`src/rtl/keypad_debouncer.sv`:
```
// Counter-timed debouncer for keypad scan results: synchronises key_pressed/sig_in,
// accepts a press or release only after DEBOUNCE_CYCLES stable clocks. Optional auto-repeat: DEBOUNCER_AUTOREPEAT_EN.
module keypad_debouncer #(
   parameter int WIDTH           = 4,
   parameter int DEBOUNCE_CYCLES = 4000000,
   parameter int SYNC_STAGES     = 2,
   parameter int REPEAT_DELAY    = 24000000,
   parameter int REPEAT_PERIOD   = 6000000
) (
   input  logic             clk,
   input  logic             reset,
   input  logic [WIDTH-1:0] sig_in,
   input  logic             key_pressed,
   output logic [WIDTH-1:0] sig_out,
   output logic             sig_new,
   output logic             sig_valid
);

   localparam int CW = $clog2(DEBOUNCE_CYCLES) + 1;
   localparam logic [CW-1:0] CNT_LAST = CW'(DEBOUNCE_CYCLES - 1);

   if (DEBOUNCE_CYCLES < 2 || SYNC_STAGES < 2 || REPEAT_DELAY < 1 || REPEAT_PERIOD < 1) begin : g_bad_params
      $error("keypad_debouncer: illegal parameter value");
   end

   typedef enum logic [1:0] {
      WAIT_LOW      = 2'd0,
      DEBOUNCE_UP   = 2'd1,
      WAIT_HIGH     = 2'd2,
      DEBOUNCE_DOWN = 2'd3
   } state_t;

   state_t           state, state_next;
   logic [CW-1:0]    cnt, cnt_next;
   logic [WIDTH-1:0] cand, cand_next;
   logic             fire_press, fire_release, fire_repeat;
   logic             press_q, release_q, repeat_q;

   logic [SYNC_STAGES-1:0] kp_sync;
   logic [WIDTH-1:0]       code_sync [SYNC_STAGES];
   logic                   kp_s;
   logic [WIDTH-1:0]       code_s;

   assign kp_s   = kp_sync[SYNC_STAGES-1];
   assign code_s = code_sync[SYNC_STAGES-1];

   always_ff @(posedge clk or negedge reset) begin
      if (!reset) begin
         kp_sync <= '0;
         for (int i = 0; i < SYNC_STAGES; i++) code_sync[i] <= '0;
      end else begin
         kp_sync      <= {kp_sync[SYNC_STAGES-2:0], key_pressed};
         code_sync[0] <= sig_in;
         for (int i = 1; i < SYNC_STAGES; i++) code_sync[i] <= code_sync[i-1];
      end
   end

   always_ff @(posedge clk or negedge reset) begin
      if (!reset) begin
         state <= WAIT_LOW;
         cnt   <= '0;
         cand  <= '0;
      end else begin
         state <= state_next;
         cnt   <= cnt_next;
         cand  <= cand_next;
      end
   end

   // The counter stops at CNT_LAST because every exit from a debounce state clears it.
   always_comb begin
      state_next   = state;
      cnt_next     = cnt;
      cand_next    = cand;
      fire_press   = 1'b0;
      fire_release = 1'b0;
      case (state)
         WAIT_LOW: begin
            cnt_next = '0;
            if (kp_s) begin
               state_next = DEBOUNCE_UP;
               cand_next  = code_s;
            end
         end
         DEBOUNCE_UP: begin
            if (!kp_s || code_s != cand) begin
               state_next = WAIT_LOW;
               cnt_next   = '0;
            end else if (cnt == CNT_LAST) begin
               state_next = WAIT_HIGH;
               cnt_next   = '0;
               fire_press = 1'b1;
            end else begin
               cnt_next = cnt + CW'(1);
            end
         end
         WAIT_HIGH: begin
            cnt_next = '0;
            if (!kp_s) state_next = DEBOUNCE_DOWN;
         end
         DEBOUNCE_DOWN: begin
            if (kp_s) begin
               state_next = WAIT_HIGH;
               cnt_next   = '0;
            end else if (cnt == CNT_LAST) begin
               state_next   = WAIT_LOW;
               cnt_next     = '0;
               fire_release = 1'b1;
            end else begin
               cnt_next = cnt + CW'(1);
            end
         end
         default: begin
            state_next = WAIT_LOW;
            cnt_next   = '0;
         end
      endcase
   end

`ifdef DEBOUNCER_AUTOREPEAT_EN
   localparam int REP_MAX = (REPEAT_DELAY > REPEAT_PERIOD) ? REPEAT_DELAY : REPEAT_PERIOD;
   localparam int RW      = $clog2(REP_MAX) + 1;

   logic [RW-1:0] rep_cnt, rep_limit;
   logic          rep_first;

   // First repeat waits REPEAT_DELAY; a release bounce back into WAIT_HIGH resumes at REPEAT_PERIOD.
   assign rep_limit   = rep_first ? RW'(REPEAT_DELAY - 1) : RW'(REPEAT_PERIOD - 1);
   assign fire_repeat = (state == WAIT_HIGH) && kp_s && (rep_cnt == rep_limit);

   always_ff @(posedge clk or negedge reset) begin
      if (!reset) begin
         rep_cnt   <= '0;
         rep_first <= 1'b0;
      end else begin
         if (state != WAIT_HIGH || fire_repeat) rep_cnt <= '0;
         else                                   rep_cnt <= rep_cnt + RW'(1);
         if (fire_press)                                         rep_first <= 1'b1;
         else if (fire_repeat || state_next == DEBOUNCE_DOWN)    rep_first <= 1'b0;
      end
   end
`else
   assign fire_repeat = 1'b0;
`endif

   // Outputs are retimed one clock behind the FSM decision.
   always_ff @(posedge clk or negedge reset) begin
      if (!reset) begin
         press_q   <= 1'b0;
         release_q <= 1'b0;
         repeat_q  <= 1'b0;
         sig_out   <= '0;
         sig_new   <= 1'b0;
         sig_valid <= 1'b0;
      end else begin
         press_q   <= fire_press;
         release_q <= fire_release;
         repeat_q  <= fire_repeat;
         sig_new   <= press_q | repeat_q;
         if (press_q) sig_out <= cand;
         if (press_q)        sig_valid <= 1'b1;
         else if (release_q) sig_valid <= 1'b0;
      end
   end

endmodule

```
`config.mk`:
```
export PLATFORM = sky130hd
export DESIGN_NAME = keypad_debouncer
export DESIGN_NICKNAME = d
export VERILOG_FILES = /design/src/rtl/keypad_debouncer.sv
export SDC_FILE = /design/constraint.sdc
export NUM_CORES = 1
export LEC_CHECK = 0
export CAP_MARGIN = 10
export CORE_MARGIN = 2
export CORE_UTILIZATION = 57
export CTS_CLUSTER_SIZE = 25
export DETAILED_ROUTE_END_ITERATION = 12
export DONT_BUFFER_PORTS = 1
export PLACE_DENSITY = 0.72
export SYNTH_ARGS = -nofsm -noshare
export SYNTH_HDL_FRONTEND = slang
export SYNTH_SLANG_ARGS = --single-unit
```
`constraint.sdc`:
```
create_clock -name clk -period 4.15 [get_ports clk]
set_input_delay 0.415 -clock clk [delete_from_list [all_inputs] [get_ports clk]]
set_output_delay 0.415 -clock clk [all_outputs]
set_load 0.02 [all_outputs]
```
# ---- Word level (Yosys, flattened, before mapping)
# Index checks and enable logic that the tools add are counted.
# Widths: inputs -> output; s select.
dict set report op_classes {
  eq_ne 9
  mux 18
  n_reduce_logical 7
  n_addsub 1
}
# cell n
set op_table {}
lappend op_table {{$mux 23} 3}
lappend op_table {{$pmux 23 s3} 1}
lappend op_table {{$add 23x1->23 const B} 1}
lappend op_table {{$eq 23x22->1 const B} 1}
lappend op_table {{$mux 2} 6}
lappend op_table {{$pmux 2 s4} 1}
lappend op_table {{$mux 1} 7}
lappend op_table {{$ne 3x3->1 const B} 2}
lappend op_table {{$eq 2x2->1 const B} 2}
lappend op_table {{$ne 2x2->1 const B} 2}
lappend op_table {{$ne 4x4->1} 1}
lappend op_table {{$reduce_and 4->1} 1}
lappend op_table {{$eq 2x1->1 const B} 1}
lappend op_table {{$logic_not 2->1} 1}
lappend op_table {{$reduce_and 2->1} 1}
lappend op_table {{$reduce_bool 2->1} 1}
lappend op_table {{$reduce_or 2->1} 1}
lappend op_table {{$logic_not 1->1} 1}
lappend op_table {{$logic_or 1x1->1} 1}
dict set report totals {
  output_inout_bits 6
  input_bits 7
  ff_bits 47
  word_cells 46
}

# ---- Longest topological paths before layout
dict set report depth {
  depth_word 4
  ltp_mapped 7
  ltp_nobuf 5
}

# ---- Worst setup path before layout
# No wires, ideal clock.
dict set report synth_timing {
  path_type {register to register}
  startpoint {register cnt[0]}
  endpoint {register cnt[16]}
  path_slack_ns 2.455
  t_arrival_ns 1.608
  path_buffers 1
  required_ns 4.063
  stages_incl_launch_ff 7
  setup_time_ns 0.087
  period_less_slack_ns 1.695
  cell_sequence {dfrtp_1 > ha_1 > and3_1 > buf_6 > nand2_4 > or4_1 > a211oi_2}
}
dict set report synth_between {
  elab_chain_len 4
  word_cells_on_any_way 6
  cone_classes {1 x add/sub; 1 x eq/ne; 4 x mux}
}
# element line
set synth_lines {}
lappend synth_lines {{start: declaration} 34} ;# logic [CW-1:0] cnt, cnt_next;
lappend synth_lines {{start signal: assignment} 65} ;# cnt <= cnt_next;
lappend synth_lines {{$add 23x1->23 / $eq 23x22->1 (equally long branches)} n/a}
lappend synth_lines {{$mux 23 *} {89, 105}}
lappend synth_lines {{$mux 23 (on tied branches)} {102, 86}}
lappend synth_lines {{$pmux 23 s3 *} 77} ;# case (state)
lappend synth_lines {{net cnt_next[16]} 34}
# Mark *: on every way through the listed nets, which the timed path passes. The rest lies on a longest branch.
# A chain may end at the register's enable or synchronous reset.

# ---- Final worst setup path
dict set report layout_timing {
  startpoint {register cnt[0]}
  endpoint {register state[0]}
}
dict set report layout_between {
  elab_chain_len 3
  word_cells_on_any_way 4
  cone_classes {3 x eq/ne; 1 x reduce/logical}
}
# element line
set layout_lines {}
lappend layout_lines {{$eq 23x22->1 *} {89, 105}}
lappend layout_lines {{$ne 3x3->1 (no source line)} n/a}
lappend layout_lines {{$reduce_and 4->1 (no source line) *} n/a}
lappend layout_lines {{end signal: assignment} 64} ;# state <= state_next;
lappend layout_lines {{end: declaration} 33} ;# state_t state, state_next;
# Every way passes the cells marked *; elsewhere a longest branch is shown, timed or not.

==> flow_summary.ini <==
[status]
status = finished clean

[min_path]
hp-class = in -> reg
holdCritStartpoint = key_pressed
hold_depth = 0
hold_path_end = kp_sync[0]$_DFF_PN0_

[cells_and_area]
final_util = 0.625
drive_gt1_frac = 0.154
most-common-layout-cells = 47 x dfrtp_1, 18 x nor3_1, 13 x xor2_1
final_common_cell = dfrtp_1
syn2layout_area_growth_pct = 7.45
diodes = 0
num-nets-final = 189

[yosys]
ys_ff_latch = 47
synth.distinct_cells = 37
ys_seq_area_frac = 0.561
synthCells = 177
synth_area_per_cell_um2 = 11.9
syn_area_mm2 = 0.00210
syn_nets = 185
yosysWarnings = 0

[die]
coreArea_mm2 = 0.00361
io_pins = 13
initial_utilization = 0.582
die_height_um = 64.7
die_w_um = 64.7
die-area_mm2 = 0.00418
rows = 22

[worst_setup_path]
arrival_ns = 2.52
crit_fanout = 15
worstSetupStartpointType = flop
critical_path_class = reg -> reg
reg2reg_slack_ns = 1.80
reg2reg_to = state[0]$_DFFE_PN0P_
rr_worst_depth = 6
worstSetupStartpoint = cnt[0]$_DFF_PN0_
cp_data_required_time_ns = 4.32
rr_startpoint = cnt[0]$_DFF_PN0_
cp-end-kind = flop

[clock_network]
htree_levels = 2
cts_tree = built
root_buffer = clkbuf_8
clock_latency_ns = 0.30
clock_sinks = 47
clk_path_buf_depth = 2
cts_buffers = 5
clkTransAtPathRegs_ns = 0.09

[placed_design]
finalWeightedCongestion = 0.841
dp_hpwl_um = 2470
portBuffers = 0

[grt]
grt_usage = 0.208
first_global_vias = 1406
antenna_found_initial = 0
grt_max_degree = 48
grt_pass1_wl_um = 6610
grt.overflow.total = 0

[power_and_ir_drop]
combPwrFrac = 0.059
p_leak_nw = 0.936
power-per-cell-area_mw_per_mm2 = 355
p_seq_frac = 0.600
p_sw_mw = 0.192
p_sw_frac = 0.240
vdd_drop_max_v = 0.000259
p_int_mw = 0.608
clock_power_share = 0.341

[run]
maxCapViolations = 0

[drt]
drc_errors = 0
first_pass_iters = 4
drtIter0Drc = 74
wl_per_cell_um = 15.4
detail_route.wirelength_um = 3540
antenna_left = 0
num_vias = 1376
viasPerCell = 5.98

[timing]
rsz0062_at_grt = false
final.setup_skew_ns = 0.00793
slew_headroom = 0.434
fmax_ghz = 0.426
post-route-period-util = 0.565
drv_slew = 0
tightest_slew_ns = 0.850
period_needed_ns = 2.35
setup_viol = 0
hold_violations = 0
fin_setup_tns_ns = 0
-- power by group through the flow --
stage / combinational (mW) / sequential, mW / clock (mW)
CTS: 0.0475 / 0.480 / 0.279
finish: 0.0469 / 0.480 / 0.273
global route: 0.0527 / 0.483 / 0.300
detailed placement: 0.0343 / 0.490 / 0
global placement: 0.0329 / 0.489 / 0
floorplan: 0.0282 / 0.486 / 0
-- per-layer routing --
| metal | routed length [um] | global-route usage |
|---|---|---|
| met1 | 1640 | 0.274 |
| met2 | 1720 | 0.326 |
| met3 | 120 | 0.0556 |
| met4 | 63 | 0.0931 |
| met5 | 0 | 0 |
-- Yosys cell counts (all sizes together) --
library cell  instances  area [um^2]
dfrtp                47         1180
nor3                 18         90.1
xor2                 13          114
nand3                10         50.1
mux2                  8         90.1
nand2                 8         37.5
nand4                 8         65.1
a211oi                7         72.6
and4                  7         66.3
buf                   5         40.0
inv                   5         18.8
o31ai                 5         37.5
xnor2                 5         43.8
o21ai                 4         20.0
or4                   4         30.0
nor2                  3         11.3
or3                   3         18.8
and2                  2         12.5
and3                  2         12.5
clkbuf                2         7.51
nor3b                 2         15.0
nor4                  2         12.5
a21o                  1         7.51
a21oi                 1         5.00
a2bb2oi               1         8.76
ha                    1         12.5
nand2b                1         6.26
nor4b                 1         8.76
o211ai                1         7.51
-- logic make-up after synthesis --
kind of cell               synth area share
muxes                                0.0429
DFF                                   0.561
AOI/OAI and AO/OA                    0.0757
buffers and inverters                0.0316
and+or+nand+nor                       0.208
adders and majority gates           0.00596
xor gates and xnor gates             0.0751
-- worst max-delay path by stage --
stage / end / slack [ns]
final: state[0]$_DFFE_PN0P_ / 1.80
after global routing: state[0]$_DFFE_PN0P_ / 1.58
after CTS: state[0]$_DFFE_PN0P_ / 1.80
after detailed placement: state[0]$_DFFE_PN0P_ / 1.82
after global placement: state[0]$_DFFE_PN0P_ / 1.88
after floorplan: cnt[16]$_DFF_PN0_ / 2.46
-- state kept, by name (all words and copies together), names as in the netlist --
name and flops:
sig_new 1, code_s 4, sig_out 4, cnt 23, state 2, kp_sync 2
press_q 1, release_q 1, sig_valid 1, cand 4, code_sync 4
-- repair_timing --
item	4_1_cts	5_1_grt
hold buffers	2	0
hold endpoints to repair	47	0
gates resized for setup	0	0
setup endpoints to repair	0	0
setup buffers	0	0
-- critical path, cell delays in order (launching register included) --
cell and delay, ns:
dfrtp_1 0.39, ha_1 0.21, and3_1 0.34, nand3_1 0.20
o21ai_1 0.64, buf_4 0.34, o211ai_1 0.10
-- per-stage QoR --
| stage | cells | hold slack, ns | power, mW | area (um^2) | setup slack [ns] |
|---|---|---|---|---|---|
| 4_1_cts | 230 | 0.130 | 0.807 | 2250 | 1.80 |
| 2_1_floorplan | 177 | 0.119 | 0.515 | 2100 | 2.46 |
| 3_5_place_dp | 220 | 0.120 | 0.524 | 2130 | 1.82 |
| 6_report | 230 | 0.135 | 0.800 | 2250 | 1.80 |
| 3_3_place_gp | 220 | 0.120 | 0.522 | 2130 | 1.88 |
| 5_1_grt | 230 | 0.118 | 0.835 | 2250 | 1.58 |
-- cell type report --
type / instances / area (um^2)
inverter: 5 / 18.8
multi-input combinational: 118 / 856
timing repair buffer: 4 / 52.6
clock inverter: 3 / 22.5
fill: 290 / 1350
tap: 48 / 60.1
sequential: 47 / 1180
clock buffer: 5 / 68.8
Note: power is estimated with default switching activity, not from simulation.
